File: src/rtl/spi_master_cfg.sv
// Full-duplex SPI master with configurable word width, SCLK divider, CPOL/CPHA and bit order.
// All outputs are registered; one transfer is SETUP, 2N SCLK half-periods, HOLD, then a done pulse.
//
// state   | meaning
// S_IDLE  | SS high, waiting for send; also the completion cycle that pulses done
// S_SETUP | SS low for CLK_DIV cycles before the first SCLK edge
// S_XFER  | 2*DATA_WIDTH SCLK half-periods of CLK_DIV cycles each
// S_HOLD  | SCLK back at idle level, SS still low for CLK_DIV cycles
module spi_master_cfg #(
   parameter int DATA_WIDTH = 8,
   parameter int CLK_DIV    = 2,
   parameter bit CPOL       = 1'b0,
   parameter bit CPHA       = 1'b0,
   parameter bit LSB_FIRST  = 1'b0
) (
   input  logic                  clk,
   input  logic                  rst,
   input  logic [DATA_WIDTH-1:0] data_in,
   input  logic                  send,
   input  logic                  MISO,
   output logic                  MOSI,
   output logic                  SCLK,
   output logic                  SS,
   output logic                  busy,
   output logic                  done,
   output logic [DATA_WIDTH-1:0] data_out
);

   localparam logic [1:0] S_IDLE  = 2'd0;
   localparam logic [1:0] S_SETUP = 2'd1;
   localparam logic [1:0] S_XFER  = 2'd2;
   localparam logic [1:0] S_HOLD  = 2'd3;

   localparam logic [7:0] DIV_M1    = 8'(CLK_DIV - 1);
   localparam logic [6:0] HALF_LAST = 7'(2 * DATA_WIDTH);

   logic [1:0]            r_state;
   logic [7:0]            r_cnt;
   logic [6:0]            r_half;
   logic [DATA_WIDTH-1:0] r_tx;
   logic [DATA_WIDTH-1:0] r_rx;
   logic [DATA_WIDTH-1:0] r_dout;
   logic                  r_mosi;
   logic                  r_sclk;
   logic                  r_ss;
   logic                  r_busy;
   logic                  r_done;

   logic                  w_tx_first;
   logic [DATA_WIDTH-1:0] w_tx_shift;
   logic                  w_din_first;
   logic [DATA_WIDTH-1:0] w_din_shift;
   logic [DATA_WIDTH-1:0] w_rx_next;
   logic [6:0]            w_half_next;
   logic                  w_lead;
   logic                  w_sample;
   logic                  w_shift;

   assign w_tx_first  = LSB_FIRST ? r_tx[0] : r_tx[DATA_WIDTH-1];
   assign w_tx_shift  = LSB_FIRST ? (r_tx >> 1) : (r_tx << 1);
   assign w_din_first = LSB_FIRST ? data_in[0] : data_in[DATA_WIDTH-1];
   assign w_din_shift = LSB_FIRST ? (data_in >> 1) : (data_in << 1);
   assign w_rx_next   = LSB_FIRST ? {MISO, r_rx[DATA_WIDTH-1:1]}
                                  : {r_rx[DATA_WIDTH-2:0], MISO};

   // Odd half-periods open with the leading edge; the edge type decides sample vs shift.
   assign w_half_next = r_half + 7'd1;
   assign w_lead      = w_half_next[0];
   assign w_sample    = CPHA ? ~w_lead : w_lead;
   assign w_shift     = ~w_sample && !(!CPHA && (w_half_next == HALF_LAST));

   always_ff @(posedge clk) begin
      if (rst) begin
         r_state <= S_IDLE;
         r_cnt   <= '0;
         r_half  <= '0;
         r_tx    <= '0;
         r_rx    <= '0;
         r_dout  <= '0;
         r_mosi  <= 1'b0;
         r_sclk  <= CPOL;
         r_ss    <= 1'b1;
         r_busy  <= 1'b0;
         r_done  <= 1'b0;
      end else begin
         r_done <= 1'b0;
         case (r_state)
            S_IDLE: begin
               r_ss   <= 1'b1;
               r_busy <= 1'b0;
               r_mosi <= 1'b0;
               r_sclk <= CPOL;
               if (send) begin
                  r_state <= S_SETUP;
                  r_ss    <= 1'b0;
                  r_busy  <= 1'b1;
                  r_cnt   <= DIV_M1;
                  r_half  <= '0;
                  r_rx    <= '0;
                  // CPHA=0 must present the first bit before the first (sampling) edge.
                  if (!CPHA) begin
                     r_mosi <= w_din_first;
                     r_tx   <= w_din_shift;
                  end else begin
                     r_mosi <= 1'b0;
                     r_tx   <= data_in;
                  end
               end
            end
            S_SETUP, S_XFER: begin
               if (r_cnt != 8'd0) begin
                  r_cnt <= r_cnt - 8'd1;
               end else if (r_half == HALF_LAST) begin
                  r_state <= S_HOLD;
                  r_cnt   <= DIV_M1;
               end else begin
                  r_state <= S_XFER;
                  r_cnt   <= DIV_M1;
                  r_half  <= w_half_next;
                  r_sclk  <= ~r_sclk;
                  if (w_sample) begin
                     r_rx <= w_rx_next;
                  end
                  if (w_shift) begin
                     r_mosi <= w_tx_first;
                     r_tx   <= w_tx_shift;
                  end
               end
            end
            S_HOLD: begin
               if (r_cnt != 8'd0) begin
                  r_cnt <= r_cnt - 8'd1;
               end else begin
                  r_state <= S_IDLE;
                  r_ss    <= 1'b1;
                  r_busy  <= 1'b0;
                  r_done  <= 1'b1;
                  r_dout  <= r_rx;
                  r_mosi  <= 1'b0;
               end
            end
            default: r_state <= S_IDLE;
         endcase
      end
   end

   assign MOSI     = r_mosi;
   assign SCLK     = r_sclk;
   assign SS       = r_ss;
   assign busy     = r_busy;
   assign done     = r_done;
   assign data_out = r_dout;

endmodule

File: config.mk
export PLATFORM = sky130hd
export DESIGN_NAME = spi_master_cfg
export DESIGN_NICKNAME = d
export VERILOG_FILES = /design/src/rtl/spi_master_cfg.sv
export SDC_FILE = /design/constraint.sdc
export NUM_CORES = 1
export LEC_CHECK = 0
export BUFFER_PORTS_ARGS = -buffer_cell sky130_fd_sc_hd__buf_2
export CAP_MARGIN = 0
export CORE_ASPECT_RATIO = 1.4
export CORE_MARGIN = 5
export CORE_UTILIZATION = 45
export DETAILED_ROUTE_END_ITERATION = 7
export GPL_TIMING_DRIVEN = 0
export PLACE_DENSITY = 0.66
export SETUP_SLACK_MARGIN = 0.05
export SLEW_MARGIN = 20
export SYNTH_ARGS = -nofsm -noshare
export SYNTH_HDL_FRONTEND = slang
export SYNTH_SLANG_ARGS = --single-unit
export TNS_END_PERCENT = 10
File: constraint.sdc
create_clock -name clk -period 2.4 [get_ports clk]
set_input_delay 0.12 -clock clk [delete_from_list [all_inputs] [get_ports clk]]
set_output_delay 0.12 -clock clk [all_outputs]
set_load 0.02 [all_outputs]
=== Yosys cells after proc, flatten, opt, wreduce, memory -nomap -nowiden ===
Cells that the tools add are included.

* $add $sub $neg: 2
* Eq/ne operators: 12
* Mux-type cells: 38
* Bitwise operators: 4
* Reductions and logical operators: 17

{| class="wikitable"
|+ Operators with widths
! operator !! number
|-
| $mux W8 || 11
|-
| $pmux W8 S2 || 2
|-
| $pmux W8 S3 || 1
|-
| $mux W7 || 3
|-
| $eq A7 B5 Y1 const B || 2
|-
| $ne A2 B2 Y1 const B || 7
|-
| $pmux W7 S2 || 1
|-
| $mux W1 || 12
|-
| $reduce_and A5 Y1 || 2
|-
| $reduce_and A4 Y1 || 2
|-
| $reduce_bool A8 Y1 || 1
|-
| $sub A8 B1 Y8 const B || 1
|-
| $add A7 B1 Y7 const B || 1
|-
| $mux W2 || 3
|-
| $pmux W1 S2 || 3
|-
| $pmux W2 S3 || 1
|-
| $reduce_and A2 Y1 || 3
|-
| $reduce_and A3 Y1 || 2
|-
| $eq A2 B2 Y1 const B || 2
|-
| $not A1 Y1 || 4
|-
| $reduce_bool A2 Y1 || 2
|-
| $reduce_or A2 Y1 || 2
|-
| $pmux W1 S3 || 1
|-
| $eq A2 B1 Y1 const B || 1
|-
| 3 further kinds || 3
|}

* Register bits: 46
* Input bits: 12
* Output and inout port bits: 13
* Word-level logic and storage cells: 84

=== Depth between registers and ports, before layout ===
Gate-level depths: netlist of the first run.

* Word-level depth: 8
* Mapped depth: 10
* Depth with buffers taken out: 8

=== Least setup slack after synthesis of the first run ===
No wires, ideal clock.

* Path kind: reg2reg
* From: register r_state[0]
* To: register r_tx[3]
* Library setup time: 0.080 ns
* Data arrival time: 2.217 ns
* Setup slack: 0.103 ns
* Stages on the path, launching flop included: 11
* Buffers on the path: 2
* Clock period less this slack: 2.297 ns
* Cell sequence: dfxtp_1 inv_1 ha_1 clkbuf_1 inv_1 nand2_1 a2111o_1 a221oi_4 buf_6 nor2_1 a211oi_2

* Longest elaborated chain between the ends: 4

{| class="wikitable"
|+ Ends and longest elaborated chain
! element !! line !! source
|-
| start, declared || 37 || <nowiki>logic [1:0] r_state;</nowiki>
|-
| start signal, assigned || 74 || <nowiki>r_state <= S_IDLE;</nowiki>
|-
| start signal, assigned || 94 || <nowiki>r_state <= S_SETUP;</nowiki>
|-
| start signal, assigned || 114 || <nowiki>r_state <= S_HOLD;</nowiki>
|-
| $eq A2 B1 Y1 or $eq A2 B2 Y1 (tied branches) || 87 || <nowiki>case (r_state)</nowiki>
|-
| $reduce_or A2 Y1 || 87 ||
|-
| $ne A2 B2 Y1 (no source line) or $reduce_bool A2 Y1 (tied branches) || n/a ||
|-
| $reduce_and A5 Y1 (no source line) || n/a ||
|-
| end signal, assigned || 103 || <nowiki>r_tx <= w_din_shift;</nowiki>
|-
| end signal, assigned || 106 || <nowiki>r_tx <= data_in;</nowiki>
|-
| end signal, assigned || 126 || <nowiki>r_tx <= w_tx_shift;</nowiki>
|-
| end, declared || 40 || <nowiki>logic [DATA_WIDTH-1:0] r_tx;</nowiki>
|}

Several ways; a longest one is shown, not always the timed one.
A chain may end at the register's enable or synchronous reset.

=== Worst setup path after layout of the first run ===
* From: register r_cnt[0]
* To: register r_tx[2]

* Longest elaborated chain between the ends: 3

{| class="wikitable"
|+ Ends and longest elaborated chain
! element !! line !! source
|-
| start, declared || 38 || <nowiki>logic [7:0] r_cnt;</nowiki>
|-
| start signal, assigned || 112 || <nowiki>r_cnt <= r_cnt - 8'd1;</nowiki>
|-
| start signal, assigned || 132 || <nowiki>r_cnt <= r_cnt - 8'd1;</nowiki>
|-
| $reduce_bool A8 Y1 || 111 || <nowiki>if (r_cnt != 8'd0) begin</nowiki>
|-
| $ne A2 B2 Y1 (no source line) || n/a ||
|-
| $reduce_and A5 Y1 (no source line) || n/a ||
|}

Every way passes these cells.

==> results of run 1 <==
[flip-flops by register name (all words and copies together), names as in the netlist]
signal,cells
MOSI,1
SCLK,1
SS,1
busy,1
data_out,8
done,1
r_cnt,8
r_half,7
r_rx,8
r_state,2
r_tx,7
[layout make-up]
| type | count | share of cell area, % |
|---|---|---|
| inverter | 7 | 1.02 |
| clock buffer | 5 | 2.66 |
| multi-input combinational | 192 | 48.2 |
| clock inverter | 3 | 0.969 |
| timing repair buffer | 29 | 6.34 |
| sequential | 45 | 35.1 |
| tap | 64 | 3.10 |
| buffer | 14 | 2.62 |
[power by group]
group	switching, mW	total [mW]	internal, mW
logic	0.999	1.69	0.692
clock network	0.286	0.497	0.210
registers	0.122	1.00	0.880
[cells in the mapped netlist, types with 4 or more instances]
cell type  count
a211oi_1       4
nand2_1       21
a211oi_2       4
o21ai_0       12
mux2i_1       14
nor4_1         4
nor2b_1        5
nor3_1         5
inv_1          7
or3_1          4
ha_1           6
a22oi_1        8
nand3_1        4
clkbuf_1      10
nor2_1        47
a21oi_1       18
dfxtp_1       45
[routing by layer]
metal | up-vias | wire length (µm) | global-route usage, %
li1 | 987 | - | -
met1 | 887 | 2190 | 19.3
met2 | 47 | 2450 | 28.3
met5 | - | 0 | 0
met3 | 11 | 210 | 3.91
met4 | 0 | 83 | 5.37
[kinds of logic (layout without fill, tap and decap cells)]
family	after synthesis	after routing
DFF	45	45
xor gates and xnor gates	3	3
AOI/OAI and AO/OA	62	62
buffers and inverters	21	58
and+or+nand+nor	107	107
muxes	14	14
adders and majority gates	6	6
[placed cells by master (no fill, tap or decap), drive strengths merged, types with 8 or more instances in the layout]
cell | synthesis | final
nand2 | 21 | 21
inv | 7 | 8
a21oi | 18 | 18
a22oi | 8 | 8
mux2i | 14 | 14
dfxtp | 45 | 45
o21ai | 12 | 12
a211oi | 8 | 8
clkbuf | 10 | 15
buf | 4 | 33
nor2 | 47 | 47
[path summary, 6_finish.rpt]
| path | startpoint | depth (start not counted) | to |
|---|---|---|---|
| min | MISO | 3 | r_rx[0] |
| max reg2reg | r_cnt[0] | 9 | r_tx[2] |
| min reg2reg | r_state[1] | 2 | r_state[1] |
| max | r_cnt[0] | 9 | r_tx[2] |
[critical path, delay by kind of cell (launching register included)]
| family | cells | cell delay (ns) |
|---|---|---|
| simple gates | 2 | 0.40 |
| fa+ha+maj | 1 | 0.13 |
| flops | 1 | 0.35 |
| compound gates | 3 | 0.89 |
| buf+inv | 3 | 0.36 |
[what timing repair did]
item                                    in CTS  in global routing
resized for setup                            2                 23
pin swaps                                    1                  9
gates cloned                                 0                  1
buffers inserted                             2                  3
endpoints found under the hold margin        0                  0
endpoints found under the setup margin      14                 27
[stage by stage]
step / hold WS [ns] / worst slack (ns) / setup TNS [ns] / util, %
6_report: 0.0550 / 0.136 / 0 / 53.8
5_1_grt: 0.0674 / 0.00433 / 0 / 53.8
4_1_cts: 0.0430 / 0.0594 / 0 / 52.0
3_5_place_dp: 0.371 / -0.271 / -2.39 / 49.7
3_3_place_gp: 0.360 / -0.265 / -2.38 / 49.7
2_1_floorplan: 0.268 / 0.103 / 0 / -
==> out/qor.txt, run 1 <==
Ys async rst share -> 0%
Critical-path cell list -> inv_2, ha_4, nor4b_4, nand2_1, a2111o_1, a221oi_4, buf_6, buf_4, a211oi_1
Setup crit start kind -> register
WL/cell -> 13.7 µm
Final Hold Viols -> 0
Residual DRC -> 0
Slowest Stage Delay on Critical Path -> 0.54 ns
GRT Util Overall -> 16.2%
Hpwl dp -> 3450 µm
# diodes -> 0
IO Count -> 25
Final min period -> 2.26 ns
Hold/Removal Path Class -> in2reg
CP max-delay cell -> a2111o_1
Layout cells sized above 1 -> 21.4%
Clock skew -> 0.0103 ns
Vias in the first global route -> 1829
Floorplan row count -> 30
CTS H-tree depth -> 2
Root buffer cell -> clkbuf_8
Worst-case clock buffer depth -> 2
Top post-synthesis cells by area -> dfxtp_1, nor2_1, mux2i_1
Synth cell types -> 44
Die Wd -> 69.0 µm
TritonCTS Buffers -> 5
Vias -> 1932
Starting Density -> 45.7%
Final worst path period share -> 94.3%
Area post-placement -> 2390 µm²
Reg2Reg Setup Slack -> 0.14 ns
Die Height -> 92.6 µm
Iter 0 DRT Violations -> 92
Area occupied by multi-input gates -> 1250 µm²
Gr ovfl total -> 0
Filler cell count -> 527
Slew Viols, Final -> 0
Quantity of hold-fixing buffers added after cts -> 0
Cell taking the most area after synthesis -> dfxtp_1
Compound-Gate Fraction of Synth Area -> 19.9%
Worst-Skew Late Latency -> 0.31 ns
Final ANT Viol Nets -> 0
CP required -> 2.56 ns
Clock tree from TritonCTS -> built
Arrival @ worst endpoint -> 2.43 ns
Synth Area in Simple Gates -> 24.0%
Vias per Instance -> 5.38
Status -> finished, final reports clean
Buffers on Ports -> 23
Slew @ Worst Pin -> 0.718 ns
LEAKAGE -> 1.06 nW
Number of flops mapped to enable cells by yosys -> 0
Critical Path Fanout Max -> 5
TritonRoute pass-1 iters -> 5
Reg area -> 906 µm²
Xor/xnor share of the synthesized area -> 1.20%
DRT Wirelength -> 4930 µm
Relative slew slack -> 52.1%
Area delta synth->final -> 17.8%
Synth Flop Type -> dfxtp_1
Syn. warnings -> 0
Clock Pin Slew Worst Setup and Hold Paths -> 0.09 ns
First-pass GRT wire length -> 8470 µm
Adder and majority gate portion of the synthesized area -> 3.42%
Worst setup EP type -> register
PD cells -> 1230 nW/µm²
Area of the core -> 4800 µm²
Mapped Cells -> 258
Die footprint -> 6390 µm²
Clk sinks -> 45
Worst vdd ir -> 0.000527 V
CP Class -> reg2reg
Final cell count without fillers -> 359
Post-synth top area share -> 41.1%
Synth Cell Area -> 2190 µm²
RSZ-0062 raised after global routing -> true
GP Congestion -> 0.802
Largest family of logic cells by synthesized area -> simple AND/OR/NAND/NOR gates
Multiplexer share of the synthesized area -> 6.39%
# nets final -> 312
Placed cell count -> 345
Sequential share of the synthesized area -> 41.1%
Post-synthesis net count -> 276
Cell area after layout -> 2580 µm²
Max cap viols -> 0
Post-synthesis register bit count -> 45
Fmax -> 0.442 GHz
Design Power -> 3.19 mW
Syn avg cell area -> 8.50 µm²
Endpoints failing setup -> 0
Initial antenna violation count -> 0
Largest net degree at the start of global routing -> 17
No activity file was read; power rests on OpenSTA's default activity.
==> run 2: changes to the inputs <==
--- a/config.mk
+++ b/config.mk
@@ -9,10 +9,10 @@
 export CAP_MARGIN = 0
 export CORE_ASPECT_RATIO = 1.4
 export CORE_MARGIN = 5
-export CORE_UTILIZATION = 45
+export CORE_UTILIZATION = 52
 export DETAILED_ROUTE_END_ITERATION = 7
 export GPL_TIMING_DRIVEN = 0
-export PLACE_DENSITY = 0.66
+export PLACE_DENSITY = 0.84
 export SETUP_SLACK_MARGIN = 0.05
 export SLEW_MARGIN = 20
 export SYNTH_ARGS = -nofsm -noshare
==> out/qor.txt, run 2 (synthesized netlist as in run 1, its figures left out) <==
Die footprint -> 5640 µm² (-12%)
Worst-Skew Late Latency -> 0.32 ns (about the same)
TritonRoute pass-1 iters -> 4 (-1)
Floorplan row count -> 28 (-6.7%)
Gr ovfl total -> 0 (unchanged)
GP Congestion -> 0.851 (+6.2%)
Cell area after layout -> 2600 µm² (+0.48%)
Vias in the first global route -> 1971 (+7.8%)
Die Height -> 86.8 µm (-6.2%)
Final min period -> 2.36 ns (+0.0916 ns)
Slew Viols, Final -> 0 (unchanged)
Design Power -> 3.35 mW (+5.1%)
Clock tree from TritonCTS -> built
Met1 track demand over resource -> 19.6% (+0.27 points)
DRT Wirelength -> 5080 µm (+3.0%)
CP Class -> reg2reg
Iter 0 DRT Violations -> 62 (-33%)
Status -> finished, final reports clean
Clock skew -> 0.0117 ns (+0.00143 ns)
Largest net degree at the start of global routing -> 17 (unchanged)
Layout cells sized above 1 -> 22.9% (+1.6 points)
Hpwl dp -> 3520 µm (+1.9%)
Area delta synth->final -> 18.4%
Max cap viols -> 0 (unchanged)
RSZ-0062 raised after global routing -> true
Quantity of hold-fixing buffers added after cts -> 0 (unchanged)
Final worst path period share -> 98.1% (+3.8 points)
Root buffer cell -> clkbuf_8
Final ANT Viol Nets -> 0 (unchanged)
CTS H-tree depth -> 2 (unchanged)
Residual DRC -> 0 (unchanged)
# diodes -> 0 (unchanged)
IO Count -> 25 (unchanged)
Endpoints failing setup -> 0 (unchanged)
Arrival @ worst endpoint -> 2.54 ns (+0.11 ns)
Most common cell after layout, fill and taps aside -> nor2_1
Buffers on Ports -> 23 (unchanged)
Most used cells in the layout excluding fill and tap cells -> nor2_1, dfxtp_1, buf_2
First-pass GRT wire length -> 8310 µm (-1.9%)
Final Hold Viols -> 0 (unchanged)
TritonCTS Buffers -> 5 (unchanged)
PD cells -> 1290 nW/µm² (+4.6%)
Vias -> 2023 (+4.7%)
Setup crit start kind -> register
Worst vdd ir -> 0.000685 V (+30%)
Global route hottest layer -> met2
Area post-placement -> 2360 µm² (-1.0%)
Critical Path Fanout Max -> 10 (+5)
LEAKAGE -> 1.09 nW (+2.4%)
GRT Util Overall -> 18.7% (+2.5 points)
Relative slew slack -> 53.5% (+1.4 points)
Fmax -> 0.425 GHz (-3.9%)
Area of the core -> 4170 µm² (-13%)
Clock Pin Slew Worst Setup and Hold Paths -> 0.09 ns (about the same)
Final cell count without fillers -> 346 (-3.6%)
Clk sinks -> 45 (unchanged)
WL/cell -> 14.7 µm (+6.9%)
# nets final -> 318 (+1.9%)
Worst-case clock buffer depth -> 2 (unchanged)
CP required -> 2.58 ns (+0.02 ns)
GRT met3 Usage -> 5.06% (+1.1 points)
Placed cell count -> 326 (-5.5%)
Starting Density -> 52.6% (+7.0 points)
Initial antenna violation count -> 0 (unchanged)
Hold/Removal Path Class -> in2reg
Vias per Instance -> 5.85 (+8.6%)
Worst setup EP type -> register
Slew @ Worst Pin -> 0.697 ns (-0.0209 ns)
GRT met2 Usage -> 33.0% (+4.6 points)
Die Wd -> 64.9 µm (-6.0%)
-- run 2: changes by cell type in the layout (fill, tap and decap cells not counted) --
cell,before,now
a21oi_1,17,18
a21oi_2,1,0
and3_1,1,0
and3_2,0,1
buf_4,5,12
clkbuf_4,1,0
dfxtp_1,41,40
dfxtp_2,4,5
nand2b_1,1,2
nand2b_4,1,0
-- run 2: critical path, stage by stage, from the launching register on --
cell	delay [ns]
dfxtp_2	0.37
inv_1	0.05
ha_1	0.27
nor4b_1	0.35
and3_2	0.32
a2111o_1	0.22
buf_4	0.15
clkbuf_2	0.20
nor3_1	0.07
o21ai_0	0.15
a21oi_1	0.08
-- run 2: what timing repair did --
| item | 4_1_cts | 5_1_grt |
|---|---|---|
| buffers inserted | 1 | 11 |
| resized for setup | 4 | 20 |
| endpoints found under the setup margin | 16 | 25 |
| pin swaps | 1 | 3 |
-- run 2: metal layers --
layer | vias up | part of all wire [%] | wire length [µm]
met4 | 0 | 3.5 | 178
met1 | 944 | 40 | 2040
met3 | 18 | 5.2 | 265
met5 | - | 0 | 0
met2 | 68 | 51 | 2600
li1 | 993 | - | -
-- run 2: power by group --
group	internal [mW]	total, mW	switching [mW]	leakage [nW]
Clock	0.210	0.497	0.287	0.0447
Combinational	0.815	1.85	1.04	0.674
Sequential	0.882	1.00	0.123	0.368
-- run 2: worst paths after layout --
path	slack, ns	cells after the start	to	from
hold / removal	0.05	3	r_rx[0]	MISO
setup reg to reg	0.04	10	r_half[5]	r_state[1]
setup / recovery	0.04	10	r_half[5]	r_state[1]
hold reg to reg	0.47	2	r_tx[1]	r_tx[1]
-- run 2: area by class of cell --
class,count,area (µm²)
clock inverters,3,25.0
fillers,345,1570
plain buffers,14,67.6
flip-flops and latches,45,907
multi-input cells,192,1240
inverters,7,26.3
clock buffers,5,68.8
well taps,45,56.3
repair buffers,35,209
-- run 2: stage by stage --
stage / TNS, ns / hold WS (ns) / setup WS, ns / util (%)
after floorplan: 0 / 0.268 / 0.103 / -
after global placement: -1.80 / 0.362 / -0.221 / 56.7
after detailed placement: -2.29 / 0.379 / -0.258 / 56.7
after CTS: 0 / 0.0480 / 0.0365 / 59.3
after global routing: -0.0235 / 0.0789 / -0.0152 / 62.3
final: 0 / 0.0548 / 0.0446 / 62.3
